### src/rtl/alu_md.sv
// alu_md: EX-stage ALU with single-cycle ops plus an iterative multiply/divide
// unit that owns the architectural HI/LO registers.
// Optional feature macro: ALU_MD_DIV_EN. When defined, the restoring divider
// (ops 1100/1101) is built. When undefined, those ops are inert no-ops.
module alu_md #(
  parameter int WIDTH = 32,
  parameter int SHW   = $clog2(WIDTH)
) (
  input  logic             clk,
  input  logic             rst,
  input  logic             in_valid,
  input  logic [WIDTH-1:0] input1,
  input  logic [WIDTH-1:0] input2,
  input  logic [3:0]       aluop,
  output logic [WIDTH-1:0] out,
  output logic             busy,
  output logic             stall,
  output logic             done
);

  localparam logic [3:0] OP_ADD   = 4'b0000;
  localparam logic [3:0] OP_SUB   = 4'b0001;
  localparam logic [3:0] OP_SLL   = 4'b0010;
  localparam logic [3:0] OP_SRL   = 4'b0011;
  localparam logic [3:0] OP_SLT   = 4'b0100;
  localparam logic [3:0] OP_AND   = 4'b0101;
  localparam logic [3:0] OP_OR    = 4'b0110;
  localparam logic [3:0] OP_XOR   = 4'b0111;
  localparam logic [3:0] OP_SLTU  = 4'b1000;
  localparam logic [3:0] OP_SRA   = 4'b1001;
  localparam logic [3:0] OP_MULT  = 4'b1010;
  localparam logic [3:0] OP_MULTU = 4'b1011;
`ifdef ALU_MD_DIV_EN
  localparam logic [3:0] OP_DIV   = 4'b1100;
  localparam logic [3:0] OP_DIVU  = 4'b1101;
`endif
  localparam logic [3:0] OP_MFHI  = 4'b1110;
  localparam logic [3:0] OP_MFLO  = 4'b1111;

  typedef enum logic [1:0] {
    S_IDLE = 2'd0,
    S_MUL  = 2'd1,
    S_DIV  = 2'd2,
    S_FIX  = 2'd3
  } state_t;

  state_t               state_q, state_d;
  logic [SHW-1:0]       cnt_q, cnt_d;
  logic [2*WIDTH-1:0]   acc_q;
  logic [WIDTH-1:0]     opnd_q;
  logic [WIDTH-1:0]     hi_q, lo_q;
  logic                 res_neg_q;
  logic                 done_q;
`ifdef ALU_MD_DIV_EN
  logic                 is_div_q;
  logic                 rem_neg_q;
  logic                 div0_q;
`endif

  // Two's-complement sign correction, applied only when en is set.
  function automatic logic [WIDTH-1:0] neg_w(input logic [WIDTH-1:0] v, input logic en);
    return en ? (~v + WIDTH'(1)) : v;
  endfunction

  function automatic logic [2*WIDTH-1:0] neg_2w(input logic [2*WIDTH-1:0] v, input logic en);
    return en ? (~v + (2*WIDTH)'(1)) : v;
  endfunction

  logic signed [WIDTH-1:0] in1_s, in2_s;
  logic                    signed_op, a_neg, b_neg;
  logic [WIDTH-1:0]        a_mag, b_mag;
  logic                    is_mul_op, is_div_op, is_mf_op, issue;

  assign in1_s     = input1;
  assign in2_s     = input2;
  // MULT and DIV have aluop[0] clear; the unsigned variants have it set.
  assign signed_op = ~aluop[0];
  assign a_neg     = signed_op & in1_s[WIDTH-1];
  assign b_neg     = signed_op & in2_s[WIDTH-1];
  assign a_mag     = neg_w(input1, a_neg);
  assign b_mag     = neg_w(input2, b_neg);

  assign is_mul_op = (aluop == OP_MULT) || (aluop == OP_MULTU);
`ifdef ALU_MD_DIV_EN
  assign is_div_op = (aluop == OP_DIV) || (aluop == OP_DIVU);
`else
  assign is_div_op = 1'b0;
`endif
  assign is_mf_op  = (aluop == OP_MFHI) || (aluop == OP_MFLO);

  assign busy  = (state_q != S_IDLE);
  assign issue = in_valid & (is_mul_op | is_div_op) & (state_q == S_IDLE);
  assign stall = in_valid & busy & (is_mul_op | is_div_op | is_mf_op);
  assign done  = done_q;

  // Single-cycle result mux; MD ops and unused codes read as zero.
  always_comb begin
    out = '0;
    case (aluop)
      OP_ADD:  out = input1 + input2;
      OP_SUB:  out = input1 - input2;
      OP_SLL:  out = input2 << input1[SHW-1:0];
      OP_SRL:  out = input2 >> input1[SHW-1:0];
      OP_SRA:  out = in2_s >>> input1[SHW-1:0];
      OP_SLT:  out = {{(WIDTH-1){1'b0}}, (in1_s < in2_s)};
      OP_SLTU: out = {{(WIDTH-1){1'b0}}, (input1 < input2)};
      OP_AND:  out = input1 & input2;
      OP_OR:   out = input1 | input2;
      OP_XOR:  out = input1 ^ input2;
      OP_MFHI: out = hi_q;
      OP_MFLO: out = lo_q;
      default: out = '0;
    endcase
  end

  logic [WIDTH:0]     mul_sum;
  logic [2*WIDTH-1:0] mul_next;

  // Shift-add step: add the multiplicand into the upper half when the
  // current multiplier bit (acc LSB) is set, then shift right one place.
  always_comb begin
    mul_sum  = {1'b0, acc_q[2*WIDTH-1:WIDTH]} + (acc_q[0] ? {1'b0, opnd_q} : '0);
    mul_next = {mul_sum, acc_q[WIDTH-1:1]};
  end

`ifdef ALU_MD_DIV_EN
  logic [WIDTH:0]     div_sh;
  logic               div_ge;
  logic [WIDTH-1:0]   div_rem;
  logic [2*WIDTH-1:0] div_next;

  // Restoring step: upper half is the partial remainder, lower half the
  // dividend being shifted out while quotient bits shift in.
  always_comb begin
    div_sh   = {acc_q[2*WIDTH-1:WIDTH], acc_q[WIDTH-1]};
    div_ge   = (div_sh >= {1'b0, opnd_q});
    div_rem  = div_ge ? WIDTH'(div_sh - {1'b0, opnd_q}) : div_sh[WIDTH-1:0];
    div_next = {div_rem, acc_q[WIDTH-2:0], div_ge};
  end
`endif

  logic [2*WIDTH-1:0] prod_fix;
  logic [WIDTH-1:0]   hi_fix, lo_fix;

  // Final sign correction of the unsigned magnitude result before HI/LO write.
  always_comb begin
    prod_fix = neg_2w(acc_q, res_neg_q);
    hi_fix   = prod_fix[2*WIDTH-1:WIDTH];
    lo_fix   = prod_fix[WIDTH-1:0];
`ifdef ALU_MD_DIV_EN
    if (is_div_q) begin
      lo_fix = div0_q ? '1 : neg_w(acc_q[WIDTH-1:0], res_neg_q);
      hi_fix = neg_w(acc_q[2*WIDTH-1:WIDTH], rem_neg_q);
    end
`endif
  end

  // Next-state logic: WIDTH iteration cycles, then one fix-up cycle.
  always_comb begin
    state_d = state_q;
    cnt_d   = cnt_q;
    case (state_q)
      S_IDLE: begin
        if (issue) begin
          state_d = is_mul_op ? S_MUL : S_DIV;
          cnt_d   = '0;
        end
      end
      S_MUL, S_DIV: begin
        cnt_d = cnt_q + SHW'(1);
        if (cnt_q == SHW'(WIDTH - 1)) state_d = S_FIX;
      end
      S_FIX:   state_d = S_IDLE;
      default: state_d = S_IDLE;
    endcase
  end

  // Control state, done pulse and architectural HI/LO.
  always_ff @(posedge clk) begin
    if (rst) begin
      state_q <= S_IDLE;
      cnt_q   <= '0;
      done_q  <= 1'b0;
      hi_q    <= '0;
      lo_q    <= '0;
    end else begin
      state_q <= state_d;
      cnt_q   <= cnt_d;
      done_q  <= (state_q == S_FIX);
      if (state_q == S_FIX) begin
        hi_q <= hi_fix;
        lo_q <= lo_fix;
      end
    end
  end

  // Operand capture at issue and per-cycle iteration of the accumulator.
  always_ff @(posedge clk) begin
    if (issue) begin
      opnd_q    <= is_mul_op ? a_mag : b_mag;
      acc_q     <= {{WIDTH{1'b0}}, (is_mul_op ? b_mag : a_mag)};
      res_neg_q <= a_neg ^ b_neg;
`ifdef ALU_MD_DIV_EN
      is_div_q  <= is_div_op;
      rem_neg_q <= a_neg;
      div0_q    <= (input2 == '0);
`endif
    end else if (state_q == S_MUL) begin
      acc_q <= mul_next;
    end
`ifdef ALU_MD_DIV_EN
    else if (state_q == S_DIV) begin
      acc_q <= div_next;
    end
`endif
  end

endmodule

### config.mk
export PLATFORM = sky130hd
export DESIGN_NAME = alu_md
export DESIGN_NICKNAME = d
export VERILOG_FILES = /design/src/rtl/alu_md.sv
export SDC_FILE = /design/constraint.sdc
export NUM_CORES = 1
export LEC_CHECK = 0
export BUFFER_PORTS_ARGS = -buffer_cell sky130_fd_sc_hd__buf_2
export CORE_MARGIN = 2
export CORE_UTILIZATION = 40
export DETAILED_ROUTE_END_ITERATION = 8
export PLACE_DENSITY = 0.66
export REMOVE_ABC_BUFFERS = 1
export SETUP_SLACK_MARGIN = 0.2
export SLEW_MARGIN = 20
export SYNTH_ARGS = -nofsm -noshare
export SYNTH_HDL_FRONTEND = slang
export SYNTH_SLANG_ARGS = --single-unit
export TNS_END_PERCENT = 1
### constraint.sdc
create_clock -name clk -period 6.17 [get_ports clk]
set_input_delay 0 -clock clk [delete_from_list [all_inputs] [get_ports clk]]
set_output_delay 0 -clock clk [all_outputs]
set_load 0.05 [all_outputs]
# ---- Word level (Yosys, flattened, before mapping)
# Cells that the tools add are included.
dict set report word_totals {
  ff_bits 169
  input_bits 71
  output_inout_bits 35
  wordCells 80
}
dict set report classes {
  addsub 7
  order_cmp 2
  n_eq_ne 19
  shifts 3
  n_mux 15
  bitwise 15
  reduce_logical 10
}
# cell n
set ops {}
lappend ops {{$pmux W32 S12} 1}
lappend ops {{$mux W32} 7}
lappend ops {{$add A32 B1 Y32 const B} 2}
lappend ops {{$add A64 B1 Y64 const B} 1}
lappend ops {{$lt A32 B32 Y1} 2}
lappend ops {{$mux W64} 1}
lappend ops {{$not A32 Y32} 2}
lappend ops {{$not A64 Y64} 1}
lappend ops {{$add A32 B32 Y33} 1}
lappend ops {{$add A32 B32 Y32} 1}
lappend ops {{$and A32 B32 Y32} 1}
lappend ops {{$or A32 B32 Y32} 1}
lappend ops {{$shl A32 B5 Y32} 1}
lappend ops {{$shr A32 B5 Y32} 1}
lappend ops {{$sshr A32 B5 Y32} 1}
lappend ops {{$sub A32 B32 Y32} 1}
lappend ops {{$xor A32 B32 Y32} 1}
lappend ops {{$eq A4 B4 Y1 const B} 6}
lappend ops {{$eq A4 B3 Y1 const B} 4}
lappend ops {{$pmux W5 S2} 1}
lappend ops {{$eq A4 B2 Y1 const B} 2}
lappend ops {{$and A1 B1 Y1} 6}
lappend ops {{$mux W2} 3}
lappend ops {{$pmux W2 S3} 1}
lappend ops {{16 further kinds} 22}

# ---- Logic depth before layout (Yosys ltp)
# Gate-level depths: netlist of run 1.
dict set report depth {
  ltp_word 6
  depth_mapped 16
  mapped_depth_nobuf 13
}

# ---- Worst setup path after synthesis of run 1
# No wires, ideal clock.
dict set report synth_timing {
  kind {input to output}
  start {input input1[2]}
  end {output out[27]}
  arrival_time_ns 4.321
  required_time_ns 6.170
  setup_slack_ns 1.849
  cell_stages 13
  path_buffers 4
  cell_sequence {buf_1 buf_2 inv_2 buf_1 buf_1 ha_1 a21oi_1 a31oi_1 a2111o_1 a41oi_1 o21ai_0 o221a_2 o21ai_0}
}
dict set report synth_via {
  elab_chain_cells 2
  elab_cells_between_ends 6
  cone_classes {add/sub (2); shift (3); mux (1)}
}
# element line
set synth_rtl {}
lappend synth_rtl {{from (decl)} 12} ;# input logic [WIDTH-1:0] input1,
lappend synth_rtl {{$sub A32 B32 Y32 (tied with other cells)} 101} ;# OP_SUB: out = input1 - input2;
lappend synth_rtl {{$pmux W32 S12 *} 99} ;# case (aluop)
lappend synth_rtl {{to (decl)} 15} ;# output logic [WIDTH-1:0] out,
# Mark *: on every way between the ends. The rest lies on a longest branch, timed or not.

# ---- Worst setup path after layout of run 1
dict set report layout_timing {
  start {input input1[1]}
  end {output out[31]}
}
# The elaborated chain is that of the path after synthesis.

==> key figures, run 1 <==
Floorplan
  – DIE AREA: 0.0509 sq mm
  – Core Area: 0.0487 sq mm
  – FP Rows: 81
  – Initial core utilization: 0.403
  – Top Ports: 106
  – Die extent in x: 226 microns
  – DIE HEIGHT: 226 microns

Worst hold path
  – Worst hold path type: in2reg

Yosys
  – Post-Syn Area: 0.0197 sq mm
  – Ys flop type: dfxtp_1
  – Mux contribution to synthesized area: 0.0841
  – Sequential share of the synthesized area: 0.205
  – Synth Area in Compound Gates: 0.297
  – Ys Warns: 0
  – EDFF count, synth: 65
  – Cell taking the most area after synthesis: dfxtp_1
  – Main combinational cell family by area after synthesis: compound AO/OA/AOI/OAI gates
  – Synth Register Bits: 169
  – Post-Synth Adder-Cell Area: 0.0947
  – Ys async rst share: 0
  – Synth Area per Inst: 7.53 sq um
  – Number of distinct library cells after synthesis: 84
  – Synth Instances: 2610
  – Simple-gate share of the synthesized area: 0.192
  – Top post-synthesis cells by area: dfxtp_1, edfxtp_1, ha_1
  – Synth Area in XOR/XNOR: 0.0668
  – Top-area cell type share of the netlist area: 0.106

Global routing
  – GRT overflow: 0
  – Vias in the first global route: 19377
  – Initial antenna violation count: 3
  – First-pass GRT wire length: 125 mm
  – Gr usage total: 0.324
  – Largest net degree at the start of global routing: 73

Timing
  – Actual slew at the worst max-slew pin: 1.20 ns
  – Max Slew Vio Count: 0
  – Worst Clk Skew: 0.00981 ns
  – Highest clock rate: 0.214 GHz
  – Max_slew headroom: 0.198
  – Final setup violation count: 0
  – Setup ws final: 1.50 ns
  – Setup total negative slack: 0 ns
  – Final Critical Period: 4.67 ns
  – Part of the cycle the worst path needs: 0.756
  – RSZ-0062 raised after global routing: false
  – Hold Fails Final Rpt: 0

Drt
  – Drt first-iter violations: 2758
  – DRT Pass-1 Iters: 7
  – Via count: 21155
  – Final ANT Viol Nets: 0
  – WL final: 84.5 mm
  – Via density: 6.50
  – DRC Markers: 0
  – Routed WL per cell: 25.9 microns

Clock tree
  – CTS tree: done
  – CTS Hold Bufs: 0
  – # H-tree levels: 4
  – Clk sink count: 169
  – Setup bufs post-CTS: 0
  – CTS Buffer Depth: 2
  – # resized after CTS: 0
  – Root Driver: clkbuf_16
  – Clk Latency, worst-skew pair: 0.44 ns
  – CTS Buf Count: 17
  – Clock Pin Slew Worst Setup and Hold Paths: 0.07 ns

Power
  – PD cells: 261 mW/mm^2
  – Leak pwr: 8.35 nW
  – VDD IR max: 146 uV

Final layout
  – Area delta synth->final: 7.77%
  – Finished Layout Cells: 3257
  – Nets@finish: 2798
  – Share of post-route cells with drive strength above 1: 0.0984
  – Most frequent cells in the layout: nor2_1, nand2_1, o21ai_0, a21oi_1, ha_1
  – Fin area: 0.0212 sq mm
  – Commonest non-fill, non-tap cell in the layout: nor2_1

Setup path
  – CP max stage cell: inv_1
  – Critical path class: in2out
  – Worst path max stage delay: 0.55 ns
  – Crit path required time: 6.17 ns
  – Crit path cell chain: buf_4 -> inv_1 -> ha_1 -> o21bai_1 -> o211ai_1 -> a211oi_1 -> a311o_1 -> a221oi_1 -> o21ai_1 -> a221o_1 -> a2111o_1 -> o2111ai_1 -> buf_2
  – CP max FO: 53
  – Crit. End Element: primary output
  – Crit path DAT: 4.67 ns
  – Worst path buffer plus inverter count: 3
  – Crit path max-delay family: compound AO/OA/AOI/OAI gates
  – Crit start category: input port

Placement
  – Placer Congestion: 1.05
  – Hpwl dp: 65.0 mm
  – DP Cell Count: 3225
  – IO buf count: 105
  – Placed cell area: 0.0206 sq mm
  – Place WS: 1.68 ns

Job
  – Max-cap violations: 0

Status
  – Outcome: finished clean
## worst register-to-register path, cell delays in order (launching register included)
cell and delay, ns:
edfxtp_1 0.97, and2_1 0.25, ha_1 0.16, inv_1 0.05
fa_1 0.37, nor2b_1 0.23, o2111ai_1 0.16, a211oi_1 0.58
o2111ai_1 0.36, a31oi_1 0.34, o21ai_0 0.15, o21ai_0 0.22
xnor2_1 0.14, o21ai_0 0.08
## through the flow
| stage | util | total power [mW] | hold slack [ns] |
|---|---|---|---|
| finish | 0.435 | 5.54 | 0.0788 |
| global route | 0.435 | 5.86 | 0.103 |
| CTS | 0.435 | 5.49 | 0.0631 |
| detailed placement | 0.422 | 4.34 | 0.469 |
| floorplan | - | 3.49 | 0.0724 |
| global placement | 0.422 | 4.29 | 0.471 |
## power by group
group | internal, mW | switching, mW
Clock | 0.675 | 0.466
Sequential | 1.41 | 0.283
Combinational | 0.962 | 1.75
Total | 3.04 | 2.49
## layout make-up
cell class	instances	area (sq um)
Sequential cell	169	4030
Inverter	125	469
Clock inverter	12	174
Fill cell	4934	27600
Tap cell	664	831
Multi-Input combinational cell	2129	14500
Antenna cell	1	2.50
Clock buffer	19	433
Timing Repair Buffer	138	776
## synthesized netlist by cell type (42+ instances only)
| cell type | n |
|---|---|
| a211oi_1 | 90 |
| a21oi_1 | 201 |
| and2_1 | 42 |
| clkbuf_1 | 147 |
| dfxtp_1 | 104 |
| edfxtp_1 | 65 |
| ha_1 | 144 |
| inv_1 | 122 |
| mux2i_1 | 73 |
| nand2_1 | 234 |
| nor2_1 | 320 |
| o21ai_0 | 201 |
| o31ai_1 | 43 |
| xnor2_1 | 85 |
| xor2_1 | 65 |
## cells by family (layout without fill, tap and decap cells)
kind of cell | Yosys count | count (layout)
compound gates | 884 | 884
mux | 122 | 122
xor+xnor | 150 | 150
fa+ha+maj | 147 | 147
simple gates | 826 | 826
buf+inv | 312 | 294
other cells | 0 | 1
flops | 169 | 169
## flip-flops by register name, summed over array words and instances (netlist names)
register and count:
acc_q 64, cnt_q 5, done 1, hi_q 32
lo_q 32, opnd_q 32, res_neg_q 1, state_q 2
## layer usage
metal	up-vias	share of wire	track usage
li1	9577	-	-
met1	10158	0.42	0.446
met2	1221	0.43	0.488
met3	193	0.098	0.0656
met4	6	0.048	0.143
met5	-	0.00054	0
## path summary, 6_finish.rpt
path,start,endpoint,slack [ns],cells past startpoint
min reg2reg,lo_q[26],lo_q[26],0.49,2
max,input1[1],out[31],1.50,13
min,in_valid,state_q[0],0.08,5
max reg2reg,acc_q[0],acc_q[61],1.98,13
(Power assumes the default switching activity.)
==> run 2, diff against run 1 <==
ABC_AREA = 1   (was unset)
PLACE_DENSITY = 0.68   (was 0.66)
clock period = 4.28 ns   (was 6.17 ns; I/O delays follow)
==> run 2 against run 1 <==
Count of clock-buffer cells in the layout fell by 2; highest routed layer is now met4; critical path type is now reg2reg; largest cell class unchanged; synthesized cell count increased by 70%; largest power group unchanged; clock power grew 38%.
==> key figures, run 2 <==
Status
  – Outcome: finished clean

Final layout
  – Most frequent cells in the layout: nand2_1, inv_1, nand3_1, nor2_1, a21oi_1
  – Fin area: 0.0257 sq mm (+21%)
  – N_diodes: 0 (-1)
  – Nets@finish: 4684 (+67%)
  – Most flops, register: acc_q
  – Filler Cell Count: 6812 (+38%)
  – Commonest non-fill, non-tap cell in the layout: nand2_1
  – Area delta synth->final: 7.86% (about the same)
  – Max FFs per register: 64 (unchanged)
  – Share of post-route cells with drive strength above 1: 0.0538 (-0.0446)

Setup path
  – Crit. End Element: flip-flop
  – R2r endpoint: acc_q[55]
  – Critical path class: reg2reg
  – Crit start category: flip-flop
  – Crit path required time: 4.70 ns (-1.47 ns)
  – R2R Setup Slk: 0.92 ns (-1.06 ns)
  – CP max FO: 33 (-38%)
  – Worst R2R Start: acc_q[0]
  – Reg2reg path depth: 17 (+4)
  – Crit path DAT: 3.78 ns (-0.89 ns)

Worst hold path
  – Hold path cells: 2 (-3)
  – Hold path endpoint: res_neg_q
  – Worst hold path type: in2reg
  – Min-delay src: input1[31]

Global routing
  – GRT overflow: 0 (unchanged)
  – Initial antenna violation count: 0 (-3)
  – First-pass GRT wire length: 185 mm (+48%)
  – Gr usage total: 0.414 (+0.0902)
  – Vias in the first global route: 27861 (+44%)
  – Largest net degree at the start of global routing: 69 (-5.5%)

Yosys
  – Synth Instances: 4442 (+70%)
  – Cell taking the most area after synthesis: nand2_1
  – Synth Area per Inst: 5.37 sq um (-29%)
  – Main combinational cell family by area after synthesis: simple AND/OR/NAND/NOR gates
  – Top post-synthesis cells by area: nand2_1, nand3_1, inv_1
  – Ys flop type: dfxtp_1
  – EDFF count, synth: 65 (unchanged)
  – Synth Area in XOR/XNOR: 0.0261 (-0.0407)
  – Sequential share of the synthesized area: 0.169 (-0.0360)
  – Post-Synth Adder-Cell Area: 0.0781 (-0.0166)
  – Post-Syn Area: 0.0238 sq mm (+21%)
  – Simple-gate share of the synthesized area: 0.482 (+0.290)
  – Ys async rst share: 0 (unchanged)
  – Synth Area in Compound Gates: 0.115 (-0.182)
  – Top-area cell type share of the netlist area: 0.237 (+0.131)
  – Synth cell count leaders: nand2_1, inv_1, nand3_1
  – Most frequent cell after synthesis: nand2_1
  – Ys Warns: 0 (unchanged)
  – Number of distinct library cells after synthesis: 55 (-35%)
  – Mux contribution to synthesized area: 0.00126 (-0.0829)
  – Synth Register Bits: 169 (unchanged)

Timing
  – Hold Fails Final Rpt: 0 (unchanged)
  – Worst Clk Skew: 0.0166 ns (+0.00680 ns)
  – Setup ws final: 0.921 ns (-0.584 ns)
  – Final Critical Period: 3.36 ns
  – Highest clock rate: 0.298 GHz
  – Max Slew Vio Count: 0 (unchanged)
  – Max_slew headroom: 0.265 (+0.0667)
  – Final setup violation count: 0 (unchanged)
  – RSZ-0062 raised after global routing: false
  – Actual slew at the worst max-slew pin: 1.10 ns (-0.0969 ns)
  – Part of the cycle the worst path needs: 0.785

Clock tree
  – # resized after CTS: 0 (unchanged)
  – CTS Hold Bufs: 1 (+1)
  – Setup bufs post-CTS: 0 (unchanged)
  – Root Driver: clkbuf_16
  – # H-tree levels: 4 (unchanged)
  – CTS tree: done
  – Clock Pin Slew Worst Setup and Hold Paths: 0.07 ns (about the same)
  – Clk Latency, worst-skew pair: 0.48 ns (+0.04 ns)
  – CTS Buffer Depth: 2 (unchanged)
  – CTS Buf Count: 17 (unchanged)
  – Clk sink count: 169 (unchanged)

Power
  – VDD IR max: 315 uV (+120%)
  – PD cells: 368 mW/mm^2 (+41%)
  – Leak pwr: 13.5 nW (+62%)

Drt
  – WL final: 130 mm (+53%)
  – DRC Markers: 0 (unchanged)
  – Drt first-iter violations: 3550 (+29%)
  – Final ANT Viol Nets: 0 (unchanged)
  – Routed WL per cell: 24.7 microns (-4.9%)
  – Via density: 5.75 (-12%)
  – Via count: 30174 (+43%)
  – DRT Pass-1 Iters: 6 (-1)

Placement
  – Placed cell area: 0.0251 sq mm (+22%)
  – Place WS: 1.12 ns (-0.557 ns)
  – IO buf count: 105 (unchanged)
  – Hpwl dp: 106 mm (+63%)
  – Placer Congestion: 1.10 (+4.6%)

Floorplan
  – Die extent in x: 248 microns (+9.9%)
  – DIE AREA: 0.0616 sq mm (+21%)
  – DIE HEIGHT: 248 microns (+9.9%)
  – Core Area: 0.0590 sq mm (+21%)
  – Top Ports: 106 (unchanged)
  – FP Rows: 89 (+9.9%)
  – Initial core utilization: 0.404 (+0.000655)

Job
  – Max-cap violations: 0 (unchanged)
[run 2: report_power, final]
part	internal [mW]	total (mW)	leakage [nW]	switching [mW]
sequential	2.09	2.53	1.45	0.438
combinational	1.51	5.37	11.8	3.86
clock	0.776	1.57	0.287	0.789
[run 2: worst max path at each step]
stage           endpoint  slack (ns)        from  depth (start not counted)
6_report       acc_q[55]        0.92    acc_q[0]                         17
5_1_grt        acc_q[55]        0.75    acc_q[0]                         17
4_1_cts        acc_q[61]        1.09    acc_q[0]                         18
3_5_place_dp     out[10]        1.12   input1[0]                         13
3_3_place_gp   acc_q[61]        1.15    acc_q[0]                         18
2_1_floorplan   acc_q[0]       -0.48  state_q[0]                          6
[run 2: logic make-up (layout without fill, tap and decap cells)]
kind of cell | after synthesis | after routing
buffers and inverters | 795 | 832
xor gates and xnor gates | 71 | 71
adders and majority gates | 147 | 147
DFF | 169 | 169
and+or+nand+nor | 2754 | 2754
AOI/OAI and AO/OA | 503 | 503
muxes | 3 | 3
[run 2: stage by stage]
step | setup TNS [ns] | utilization | hold slack (ns) | power [mW] | cells
after floorplan | -15.38 | - | 0.0691 | 5.90 | 4281
after global placement | 0 | 0.426 | 0.457 | 7.73 | 5219
after detailed placement | 0 | 0.426 | 0.468 | 7.73 | 5219
after CTS | 0 | 0.436 | 0.0554 | 9.30 | 5252
after global routing | 0 | 0.436 | 0.0995 | 10.1 | 5252
final | 0 | 0.436 | 0.0838 | 9.47 | 5252
[run 2: critical path, cell delays in order, from the launching register on]
cell and delay, ns:
edfxtp_1 0.32, buf_4 0.38, nand2_1 0.12, inv_1 0.07
ha_1 0.35, inv_1 0.10, fa_1 0.40, inv_1 0.13
nand3_1 0.08, nand3_1 0.22, nand2_1 0.08, nand2_1 0.22
nand3_1 0.29, nand3_1 0.23, nand2_1 0.07, nand3_1 0.11
nand2_1 0.06, inv_1 0.04
[run 2: metal layers]
metal,vias up,part of all wire,global-route usage
met5,-,0,0
met4,0,0.10,0.355
met3,414,0.096,0.0756
met2,1806,0.42,0.636
met1,13772,0.38,0.500
li1,14182,-,-
[run 2: area by class of cell]
class                      instances  area [sq um]  share of cell area
tap                              773           967              0.0376
timing repair buffer             166          1000              0.0389
sequential                       169          4030               0.157
clock inverter                    15           150             0.00584
multi-input combinational       3478         16800               0.652
clock buffer                      17           425              0.0165
inverter                         634          2380              0.0926
